===== src/rtl/pcie_link_pkg.sv =====
// Shared encodings for the PCIe directed link speed/width change sequencer.
package pcie_link_pkg;

  typedef enum logic [2:0] {
    ST_IDLE    = 3'd0,
    ST_WAIT_L0 = 3'd1,
    ST_ASSERT  = 3'd2,
    ST_SETTLE  = 3'd3,
    ST_CHECK   = 3'd4
  } lc_state_t;

  localparam logic [2:0] STAT_NONE     = 3'd0;
  localparam logic [2:0] STAT_OK       = 3'd1;
  localparam logic [2:0] STAT_NOCHANGE = 3'd2;
  localparam logic [2:0] STAT_TIMEOUT  = 3'd3;
  localparam logic [2:0] STAT_MISMATCH = 3'd4;
  localparam logic [2:0] STAT_ABORTED  = 3'd5;

  localparam logic [5:0] L0_LTSSM = 6'h16;

  localparam logic       SPD_2G5 = 1'b0;
  localparam logic       SPD_5G0 = 1'b1;
  localparam logic [1:0] WID_X1  = 2'b00;
  localparam logic [1:0] WID_X2  = 2'b01;
  localparam logic [1:0] WID_X4  = 2'b10;
  localparam logic [1:0] WID_X8  = 2'b11;

endpackage


===== src/rtl/pcie_link_change_ctrl.sv =====
// Sequences a directed PCIe speed/width change: waits for L0, drives the core
// handshake, lets the link settle, verifies the result and retries on failure.
module pcie_link_change_ctrl
  import pcie_link_pkg::*;
#(
  parameter logic [5:0] L0_STATE       = L0_LTSSM,
  parameter int         TIMEOUT_CYCLES = 125_000_000,
  parameter int         SETTLE_CYCLES  = 1024,
  parameter int         MAX_RETRY      = 3
) (
  input  logic       clk,
  input  logic       sys_rst,
  input  logic       req,
  input  logic       req_speed,
  input  logic [1:0] req_width,
  input  logic       abort,
  input  logic       user_lnk_up,
  input  logic [5:0] pl_ltssm_state,
  input  logic       pl_sel_lnk_rate,
  input  logic [1:0] pl_sel_lnk_width,
  input  logic       pl_directed_change_done,
  output logic [1:0] pl_directed_link_change,
  output logic       pl_directed_link_speed,
  output logic [1:0] pl_directed_link_width,
  output logic       pl_directed_link_auton,
  output logic       busy,
  output logic       done,
  output logic [2:0] status,
  output logic [3:0] retry_cnt
);

  localparam int TMAX = (TIMEOUT_CYCLES > SETTLE_CYCLES) ? TIMEOUT_CYCLES : SETTLE_CYCLES;
  localparam int TW   = $clog2(TMAX + 1);
  localparam logic [TW-1:0] TO_LAST   = TW'(TIMEOUT_CYCLES);
  localparam logic [TW-1:0] SET_LAST  = TW'(SETTLE_CYCLES - 1);
  localparam logic [3:0]    RETRY_LIM = 4'(MAX_RETRY);

  lc_state_t   state_q, state_d;
  logic [TW-1:0] timer_q, timer_d;
  logic        tgt_spd_q, tgt_spd_d;
  logic [1:0]  tgt_wid_q, tgt_wid_d;
  logic [3:0]  retry_q, retry_d;
  logic [2:0]  status_q, status_d;
  logic        done_q, done_d;
  logic [1:0]  chg_q, chg_d;
  logic        dspd_q, dspd_d;
  logic [1:0]  dwid_q, dwid_d;
  logic        fin;
  logic [2:0]  fin_code;
  logic        link_matches;
  logic        in_l0;

  assign link_matches = (pl_sel_lnk_rate == tgt_spd_q) && (pl_sel_lnk_width == tgt_wid_q);
  assign in_l0        = user_lnk_up && (pl_ltssm_state == L0_STATE);

  always_comb begin
    state_d   = state_q;
    tgt_spd_d = tgt_spd_q;
    tgt_wid_d = tgt_wid_q;
    retry_d   = retry_q;
    status_d  = status_q;
    done_d    = 1'b0;
    chg_d     = chg_q;
    dspd_d    = dspd_q;
    dwid_d    = dwid_q;
    fin       = 1'b0;
    fin_code  = STAT_NONE;

    // Abort outranks every other event while a request is in flight
    if (abort && (state_q != ST_IDLE)) begin
      fin      = 1'b1;
      fin_code = STAT_ABORTED;
    end else begin
      case (state_q)
        ST_IDLE: begin
          if (req) begin
            tgt_spd_d = req_speed;
            tgt_wid_d = req_width;
            retry_d   = 4'd0;
            status_d  = STAT_NONE;
            if ((req_speed == pl_sel_lnk_rate) && (req_width == pl_sel_lnk_width)) begin
              done_d   = 1'b1;
              status_d = STAT_NOCHANGE;
            end else begin
              state_d = ST_WAIT_L0;
            end
          end
        end
        ST_WAIT_L0: begin
          if (in_l0) begin
            state_d = ST_ASSERT;
            chg_d   = {tgt_spd_q != pl_sel_lnk_rate, tgt_wid_q != pl_sel_lnk_width};
            dspd_d  = tgt_spd_q;
            dwid_d  = tgt_wid_q;
          end else if (timer_q == TO_LAST) begin
            fin      = 1'b1;
            fin_code = STAT_TIMEOUT;
          end
        end
        ST_ASSERT: begin
          if (pl_directed_change_done) begin
            state_d = ST_SETTLE;
            chg_d   = 2'b00;
            dspd_d  = 1'b0;
            dwid_d  = 2'b00;
          end else if (!user_lnk_up || (timer_q == TO_LAST)) begin
            chg_d  = 2'b00;
            dspd_d = 1'b0;
            dwid_d = 2'b00;
            if (retry_q < RETRY_LIM) begin
              retry_d = retry_q + 4'd1;
              state_d = ST_WAIT_L0;
            end else begin
              fin      = 1'b1;
              fin_code = STAT_TIMEOUT;
            end
          end
        end
        ST_SETTLE: begin
          if (timer_q == SET_LAST) state_d = ST_CHECK;
        end
        ST_CHECK: begin
          if (link_matches) begin
            fin      = 1'b1;
            fin_code = STAT_OK;
          end else if (retry_q < RETRY_LIM) begin
            retry_d = retry_q + 4'd1;
            state_d = ST_WAIT_L0;
          end else begin
            fin      = 1'b1;
            fin_code = STAT_MISMATCH;
          end
        end
        default: state_d = ST_IDLE;
      endcase
    end

    if (fin) begin
      state_d  = ST_IDLE;
      status_d = fin_code;
      done_d   = 1'b1;
      chg_d    = 2'b00;
      dspd_d   = 1'b0;
      dwid_d   = 2'b00;
    end

    // One shared timer: restarts on any state change, runs in the timed states
    if (state_d != state_q)
      timer_d = '0;
    else if ((state_q == ST_WAIT_L0) || (state_q == ST_ASSERT) || (state_q == ST_SETTLE))
      timer_d = timer_q + TW'(1);
    else
      timer_d = '0;
  end

  always_ff @(posedge clk or posedge sys_rst) begin
    if (sys_rst) begin
      state_q   <= ST_IDLE;
      timer_q   <= '0;
      tgt_spd_q <= SPD_2G5;
      tgt_wid_q <= WID_X1;
      retry_q   <= 4'd0;
      status_q  <= STAT_NONE;
      done_q    <= 1'b0;
      chg_q     <= 2'b00;
      dspd_q    <= 1'b0;
      dwid_q    <= 2'b00;
    end else begin
      state_q   <= state_d;
      timer_q   <= timer_d;
      tgt_spd_q <= tgt_spd_d;
      tgt_wid_q <= tgt_wid_d;
      retry_q   <= retry_d;
      status_q  <= status_d;
      done_q    <= done_d;
      chg_q     <= chg_d;
      dspd_q    <= dspd_d;
      dwid_q    <= dwid_d;
    end
  end

  assign pl_directed_link_change = chg_q;
  assign pl_directed_link_speed  = dspd_q;
  assign pl_directed_link_width  = dwid_q;
  assign pl_directed_link_auton  = 1'b0;
  assign busy      = (state_q != ST_IDLE);
  assign done      = done_q;
  assign status    = status_q;
  assign retry_cnt = retry_q;

endmodule


===== config.mk =====
export PLATFORM = sky130hd
export DESIGN_NAME = pcie_link_change_ctrl
export DESIGN_NICKNAME = d
export VERILOG_FILES = /design/src/rtl/pcie_link_pkg.sv /design/src/rtl/pcie_link_change_ctrl.sv
export SDC_FILE = /design/constraint.sdc
export NUM_CORES = 1
export LEC_CHECK = 0
export CELL_PAD_IN_SITES_DETAIL_PLACEMENT = 1
export CELL_PAD_IN_SITES_GLOBAL_PLACEMENT = 1
export CORE_MARGIN = 3
export CORE_UTILIZATION = 43
export DETAILED_ROUTE_END_ITERATION = 8
export HOLD_SLACK_MARGIN = 0.1
export MAX_ROUTING_LAYER = met4
export PLACE_DENSITY_LB_ADDON = 0.12
export SLEW_MARGIN = 0
export SYNTH_ARGS = -nofsm -noshare
export SYNTH_HDL_FRONTEND = slang
export SYNTH_SLANG_ARGS = --single-unit

===== constraint.sdc =====
create_clock -name clk -period 3 [get_ports clk]
set_input_delay 0.6 -clock clk [delete_from_list [all_inputs] [get_ports clk]]
set_output_delay 0.6 -clock clk [all_outputs]
set_load 0.01 [all_outputs]

== Word-level counts from Yosys, hierarchy flattened ==
Index checks and enable logic that the tools add are counted.
Storage, ports and cells
  flip-flop bits (word level): 46
  bits in latches: 0
  bits in writable memories: 0
  memory bits (read-only): 0
  input port bits: 18
  output and inout port bits: 15
  word-level logic and storage cells: 115
  memories: 0
Operators by class
  $add $sub $neg: 2
  multipliers: 0
  div/mod/pow operators: 0
  magnitude comparators: 1
  eq/ne operators: 21
  shift operators: 0
  muxes and demuxes: 62
  bitwise logic cells: 1
  reduce and logical (&&, ||, !) cells: 18
Operators with widths (number)
  $mux 27: 2
  $mux 3: 17
  $mux 2: 14
  $add 27x1->27 const B: 1
  $eq 27x10->1 const B: 1
  $eq 27x27->1 const B: 1
  $mux 4: 5
  $mux 1: 17
  $pmux 3 s5: 1
  $pmux 4 s3: 1
  $ne 2x2->1 const B: 5
  $pmux 3 s3: 1
  $reduce_bool 3->1: 3
  $pmux 2 s2: 2
  $eq 3x2->1 const B: 2
  $eq 6x5->1 const B: 1
  $reduce_and 3->1: 2
  $reduce_and 6->1: 1
  $add 4x1->4 const B: 1
  $eq 2x2->1: 2
  $logic_and 1x1->1: 4
  $lt 4x2->1 const B: 1
  $ne 4x4->1 const B: 1
  $reduce_and 4->1: 1
  14 further kinds: 18

== Logic depth before layout (Yosys ltp) ==
Gate-level depths: netlist of the first run.
  depth after elaboration: 9
  gate-level depth with buffers: 8
  mapped depth without buffers: 7

== Least setup slack after synthesis of the first run ==
OpenSTA, ideal clock, no wires.
  kind: register to register
  from: reg retry_q[0] (netlist: retry_cnt[0])
  to: reg timer_q[7]
  setup time: 0.134 ns
  data arrival time: 2.166 ns
  data required time: 2.866 ns
  slack: 0.700 ns
  stages on the path, launching flop included: 9
  buffers on the path: 2
  period minus slack after synthesis: 2.300 ns
  cell sequence: dfrtp_1 -> ha_1 -> or3_1 -> buf_6 -> nor4_4 -> a21oi_2 -> a221oi_4 -> buf_6 -> nor3_1
On the way
  longest elaborated chain between the ends: 9
  elaborated cells on any way between the ends: 16
  those cells by class: order compare (1); eq/ne (1); mux (14)
RTL lines
  start: declaration: line pcie_link_change_ctrl.sv:42  | logic [3:0] retry_q, retry_d;
  start signal: assignment: line pcie_link_change_ctrl.sv:173  | retry_q <= retry_d;
  $lt 4x2->1 (*): line pcie_link_change_ctrl.sv:110, pcie_link_change_ctrl.sv:126
  $mux 3 or $mux 1 (tied branches): line pcie_link_change_ctrl.sv:110, pcie_link_change_ctrl.sv:126
  $mux 3 or $mux 1 (tied branches): line pcie_link_change_ctrl.sv:106  | end else if (!user_lnk_up || (timer_q == TO_LAST)) begin
  $mux 3 or $mux 1 (tied branches): line pcie_link_change_ctrl.sv:101  | if (pl_directed_change_done) begin
  $pmux 3 s5 or $pmux 1 s3 (tied branches): line pcie_link_change_ctrl.sv:74  | case (state_q)
  $mux 3 or $mux 1 (tied branches): line pcie_link_change_ctrl.sv:70  | if (abort && (state_q != ST_IDLE)) begin
  $mux 3 (*): line pcie_link_change_ctrl.sv:138  | if (fin) begin
  $ne 3x3->1 (*): line pcie_link_change_ctrl.sv:148  | if (state_d != state_q)
  $mux 27 (*): line pcie_link_change_ctrl.sv:148
  via timer_d[7]: line pcie_link_change_ctrl.sv:39  | logic [TW-1:0] timer_q, timer_d;
  end signal: assignment: line pcie_link_change_ctrl.sv:170  | timer_q <= timer_d;
  end: declaration: line pcie_link_change_ctrl.sv:39
The timed path passes the listed nets; every way through them passes the cells marked *.
A chain may end at the register's enable or synchronous reset.

== Worst setup path in the final report of the first run ==
  from: reg timer_q[10]
  to: reg timer_q[23]
On the way
  longest elaborated chain between the ends: 9
  elaborated cells on any way between the ends: 19
  those cells by class: add/sub (1); eq/ne (3); mux (14); reduce/logical (1)
RTL lines (line)
  $eq 27x27->1: pcie_link_change_ctrl.sv:95, pcie_link_change_ctrl.sv:106
  $logic_or 1x1->1: pcie_link_change_ctrl.sv:106
  $mux 3 or $mux 1 (tied branches): pcie_link_change_ctrl.sv:106
  $mux 3 or $mux 1 (tied branches): pcie_link_change_ctrl.sv:101
  $pmux 3 s5 or $pmux 1 s3 (tied branches): pcie_link_change_ctrl.sv:74
  $mux 3 or $mux 1 (tied branches): pcie_link_change_ctrl.sv:70
  $mux 3: pcie_link_change_ctrl.sv:138
  $ne 3x3->1: pcie_link_change_ctrl.sv:148
  $mux 27 (*): pcie_link_change_ctrl.sv:148
  via timer_d[23]: pcie_link_change_ctrl.sv:39
Marks and branches as above.

==> results_dict.tcl, run 1 <==
set metrics [dict create \
    grt_start_max_net_pins 47 \
    grt_usage 0.198 \
    routed_via_density 5.72 \
    finalNonFillerCells 378 \
    io_pins 33 \
    p_switching_uw 621 \
    initial_core_util 0.450 \
    sw_frac_of_total 0.354 \
    required_ns 3.15 \
    min-delay-path-class "flip-flop to flip-flop" \
    p_leak_uw 0.00127 \
    rsz0062_at_grt "no" \
    crit_fanout 28 \
    synthCells 272 \
    max-clock-path-buffers 2 \
    path_clk_slew_ns 0.09 \
    gp_congestion 0.853 \
    die-area_sq_um 7300 \
    totalWireLength_um 6550 \
    cts_tree "yes" \
    crit_family "simple AND/OR/NAND/NOR gates" \
    status "finished, final reports clean" \
    clk_latency_ns 0.30 \
    clock_power_share 0.228 \
    cts_max_level 2 \
    nNetsFinal 323 \
    avgRoutedWirePerCell_um 17.3 \
    grt_pass1_vias 2216 \
    ctsRootBufferMaster "clkbuf_8" \
    max_freq_ghz 0.390 \
    tightest_slew_ns 0.811 \
    fin_skew_ns 0.00886 \
    grt-ovfl-total 0 \
    grt_first_pass_wirelength_um 11200 \
    cts_hold_buffers 0 \
    cp.arrival_ns 2.71 \
    cts_setup_buffers 0 \
    fillers 691 \
    synth_edf_count 0 \
    layout_commonest_cell "dfrtp_1" \
    setup-tns-final_ns 0 \
    ys.warnings.count 0 \
    fin_area_sq_um 3160 \
    ctsResizeCount 0 \
    layout_common_cells "46 x dfrtp_1, 35 x nor3_1, 31 x clkdlybuf4s50_1, 18 x nand2_1, 18 x xor2_1" \
    cp-start-kind "flip-flop" \
    routed-via-count 2163 \
    cts_num_sinks 46 \
    maxCapViolations 0 \
    synth.distinct_cells 59 \
    period_share 0.854 \
    cp-end-kind "flip-flop" \
    die_y_um 85.4 \
    area_growth_pct 16.5 \
    synth_seq_cells 46 \
    avgSynthCellArea_sq_um 9.98 \
    ant_nets 0 \
    hpwl_um 4810 \
    max_stage_delay_ns 0.71 \
    antenna_found_initial 0 \
    synth-seq-area-share 0.424 \
    port_buffers 31 \
    setup_violations 0 \
    drt_iter0_drc 110 \
    synth_area_sq_um 2710 \
    path_cells "nor4_1, and4_1, a21boi_1, o211ai_4, nor3_1" \
    die_x_um 85.4 \
    syn-num-nets 293 \
    combPwrFrac 0.340 \
    maxSlewViolCount 0 \
    core-area_sq_um 6030 \
    worstSetupPathType "flip-flop to flip-flop" \
    placement.cell_area_sq_um 3070 \
    ys.flop_type "dfrtp_1" \
    cp_slowest_cell "o211ai_4" \
    cts_buffers 5 \
    first_pass_iters 4 \
    fin_crit_ns 2.56 \
    antenna_cells 0 \
    synth-async-reset-ratio 1.00 \
    hold_viol 0 \
    seq_power_share 0.433 \
    relSlewSlack 0.457 \
    path_buf_inv 0 \
    power_density_nw_per_um2 554 \
    row_count 28 \
    drc 0 \
    intPower_uw 1130 \
    irDropWorstVdd_mv 0.382 \
    drive_gt1_frac 0.106 \
    placed_cells 370 \
]
[state kept, by name, summed over array words and instances, names as in the netlist]
| name | count |
|---|---|
| pl_directed_link_width | 2 |
| pl_directed_link_change | 2 |
| retry_cnt | 4 |
| tgt_wid_q | 2 |
| tgt_spd_q | 1 |
| status | 3 |
| state_q | 3 |
| pl_directed_link_speed | 1 |
| done | 1 |
| timer_q | 27 |
[synth_stat cells, drive strengths merged, types with 5 or more instances]
cell	number	area, sq um
nor4	6	58.8
buf	7	58.8
mux2	5	56.3
nor2	11	41.3
clkbuf	5	18.8
nor3	36	185
xor2	18	158
a21oi	6	33.8
nand2	18	67.6
nand4	8	50.1
xnor2	12	105
and3	8	50.1
dfrtp	46	1150
inv	9	33.8
and4	9	78.8
nand3	15	75.1
and2	6	38.8
[per-layer routing]
layer  track usage  share of wire  up-vias
met3        0.0359          0.024        5
li1              -              -     1061
met5             -              0        -
met4        0.0518          0.011        0
met2         0.281           0.45       27
met1         0.291           0.51     1070
[stage by stage]
| stage | util | setup WS (ns) | hold WS, ns | total power, uW |
|---|---|---|---|---|
| 2_1_floorplan | - | 0.700 | 0.492 | 1180 |
| 3_3_place_gp | 0.510 | 0.298 | 0.512 | 1350 |
| 3_5_place_dp | 0.510 | 0.230 | 0.513 | 1370 |
| 4_1_cts | 0.525 | 0.421 | 0.532 | 1780 |
| 5_1_grt | 0.525 | 0.244 | 0.559 | 1870 |
| 6_report | 0.525 | 0.439 | 0.528 | 1750 |
[power by group through the flow]
stage	clock [uW]	sequential, uW	combinational (uW)
floorplan	0	756	422
global placement	0	769	586
detailed placement	0	772	602
CTS	416	758	603
global route	445	772	649
finish	398	758	595
[final cells by class]
| cell class | count | area (sq um) | area share |
|---|---|---|---|
| flip-flops and latches | 46 | 1150 | 0.364 |
| clock inverters | 1 | 5.00 | 0.00158 |
| repair buffers | 35 | 340 | 0.108 |
| well taps | 75 | 93.8 | 0.0297 |
| multi-input cells | 205 | 1450 | 0.459 |
| inverters | 9 | 33.8 | 0.0107 |
| clock buffers | 7 | 86.3 | 0.0273 |
[logic make-up (layout without fill, tap and decap cells)]
logic type                 count (synthesis)  in the layout  synth area share
DFF                                       46             46             0.424
other                                      1              1           0.00138
buffers and inverters                     21             52            0.0410
AOI/OAI and AO/OA                         33             33             0.112
and+or+nand+nor                          129            129             0.275
muxes                                      9              9            0.0355
xor gates and xnor gates                  30             30            0.0968
adders and majority gates                  3              3            0.0138
[path summary, 6_finish.rpt]
path                            depth (start not counted)  slack, ns   startpoint            to
worst min register to register                          1       0.53    status[0]     status[0]
worst min-delay path                                    1       0.53    status[0]     status[0]
worst max-delay path                                    5       0.44  timer_q[10]   timer_q[23]
min in group asynchronous                               3       0.76      sys_rst   timer_q[26]
worst max register to register                          5       0.44  timer_q[10]   timer_q[23]
max in group asynchronous                               3       1.81      sys_rst  retry_cnt[2]
(Power assumes the default switching activity.)
==> run 2, diff against run 1 <==
- CELL_PAD_IN_SITES_DETAIL_PLACEMENT: 1 -> unset
- CELL_PAD_IN_SITES_GLOBAL_PLACEMENT: 1 -> unset
- CORE_UTILIZATION: 43 -> 58
- CTS_BUF_LIST: unset -> sky130_fd_sc_hd__clkbuf_8
==> run 2 against run 1 <==
Register-to-register slack improved by 0.05 ns. Largest cell class unchanged. Core utilization up 18 points. Routed wire length is 8.6% lower. Highest routed layer unchanged.
==> results_dict.tcl, run 2 (synthesis results as in run 1) <==
set metrics [dict create \
    fin_skew_ns 0.00703 \
    cts_num_sinks 46 \
    cp-start-kind "flip-flop" \
    cp-end-kind "primary output" \
    p_leak_uw 0.00127 \
    seq_power_share 0.423 \
    layout_commonest_cell "dfrtp_1" \
    ant_nets 0 \
    topRoutingLayerUsed "met4" \
    sw_frac_of_total 0.336 \
    wl_met1_um 2810 \
    routed_via_density 6.19 \
    p_switching_uw 607 \
    cts_buffers 5 \
    rsz0062_at_grt "no" \
    port_buffers 31 \
    r2r_slack_ns 0.49 \
    min-delay-path-class "flip-flop to flip-flop" \
    setup-tns-final_ns 0 \
    grt-ovfl-total 0 \
    irDropWorstVdd_mv 0.362 \
    fin_crit_ns 2.57 \
    setup_ws_ns 0.430 \
    nNetsFinal 322 \
    relSlewSlack 0.476 \
    setup_violations 0 \
    drive_gt1_frac 0.103 \
    fillers 342 \
    drc 0 \
    hold_viol 0 \
    cts_setup_buffers 0 \
    maxCapViolations 0 \
    power_density_nw_per_um2 575 \
    cts_hold_buffers 0 \
    area_growth_pct 16.0 \
    path_clk_slew_ns 0.08 \
    wl_met2_um 2800 \
    largest_reg_flops 27 \
    avgRoutedWirePerCell_um 17.0 \
    layout_common_cells "46 x dfrtp_1, 35 x nor3_1, 31 x clkdlybuf4s50_1, 18 x nand2_1, 18 x xor2_1" \
    intPower_uw 1200 \
    grt_start_max_net_pins 47 \
    ctsResizeCount 0 \
    antenna_found_initial 0 \
    row_count 24 \
    grt_usage 0.245 \
    grt_pass1_vias 2118 \
    clock_power_share 0.260 \
    routed-via-count 2186 \
    regMostFlops "timer_q" \
    finalNonFillerCells 353 \
    pre_cts_ws_ns 0.233 \
    grt_first_pass_wirelength_um 10100 \
    die_y_um 74.4 \
    cp.arrival_ns 1.97 \
    placed_cells 346 \
    ctsRootBufferMaster "clkbuf_8" \
    first_pass_iters 4 \
    combPwrFrac 0.317 \
    gp_congestion 0.865 \
    status "finished, final reports clean" \
    io_pins 33 \
    worstSetupPathType "flip-flop to primary output" \
    cts_tree "yes" \
    max_freq_ghz 0.389 \
    max-clock-path-buffers 2 \
    wl_met3_um 307 \
    crit_fanout 11 \
    final_core_util 0.708 \
    totalWireLength_um 5990 \
    required_ns 2.40 \
    cts_max_level 2 \
    maxSlewViolCount 0 \
    period_share 0.857 \
    die_x_um 74.4 \
    hpwl_um 4200 \
    antenna_cells 0 \
    core-area_sq_um 4440 \
    die-area_sq_um 5540 \
    drt_iter0_drc 174 \
    tightest_slew_ns 0.782 \
    clk_latency_ns 0.30 \
    initial_core_util 0.611 \
    hold_ws_ns 0.536 \
]
[run 2: cell types whose count changed in the layout (fill, tap and decap cells not counted), sizes merged]
cell / previous run / this run
buf: 4 / 3
clkbuf: 7 / 6
bufinv: 0 / 1
clkinv: 1 / 0
[run 2: power by group through the flow]
| stage | registers (uW) | clock network [uW] | logic [uW] |
|---|---|---|---|
| after floorplan | 756 | 0 | 422 |
| after global routing | 774 | 508 | 632 |
| final | 765 | 470 | 574 |
| after CTS | 763 | 480 | 577 |
| after detailed placement | 776 | 0 | 573 |
| after global placement | 769 | 0 | 563 |
[run 2: worst max-delay path, stage by stage (launching register included)]
cell and delay, ns:
dfrtp_1 0.54, nor3_1 0.49, inv_1 0.13, clkdlybuf4s50_1 0.51
[run 2: per-stage QoR]
step           area, sq um  power, uW
3_3_place_gp          3030       1330
3_5_place_dp          3030       1350
6_report              3150       1810
2_1_floorplan         2710       1180
5_1_grt               3150       1910
4_1_cts               3150       1820
[run 2: layer usage]
layer / global-route usage / vias to the layer above
li1: - / 1045
met1: 0.348 / 1066
met2: 0.361 / 67
met3: 0.0446 / 8
met4: 0.0672 / 0
met5: - / -
[run 2: final timing paths]
path	startpoint	end	depth (start not counted)
min reg2reg	status[0]	status[0]	1
min in group asynchronous	sys_rst	timer_q[4]	3
max in group asynchronous	sys_rst	retry_cnt[3]	3
max	state_q[2]	busy	3
max reg2reg	timer_q[10]	timer_q[4]	5
min	status[0]	status[0]	1
[run 2: final cells by class]
cell class / instances / area, sq um / area share
clock buffer: 6 / 82.6 / 0.0262
clock inverter: 1 / 30.0 / 0.00954
inverter: 9 / 33.8 / 0.0107
multi-input combinational: 205 / 1450 / 0.461
sequential: 46 / 1150 / 0.366
tap: 52 / 65.1 / 0.0207
timing repair buffer: 34 / 333 / 0.106
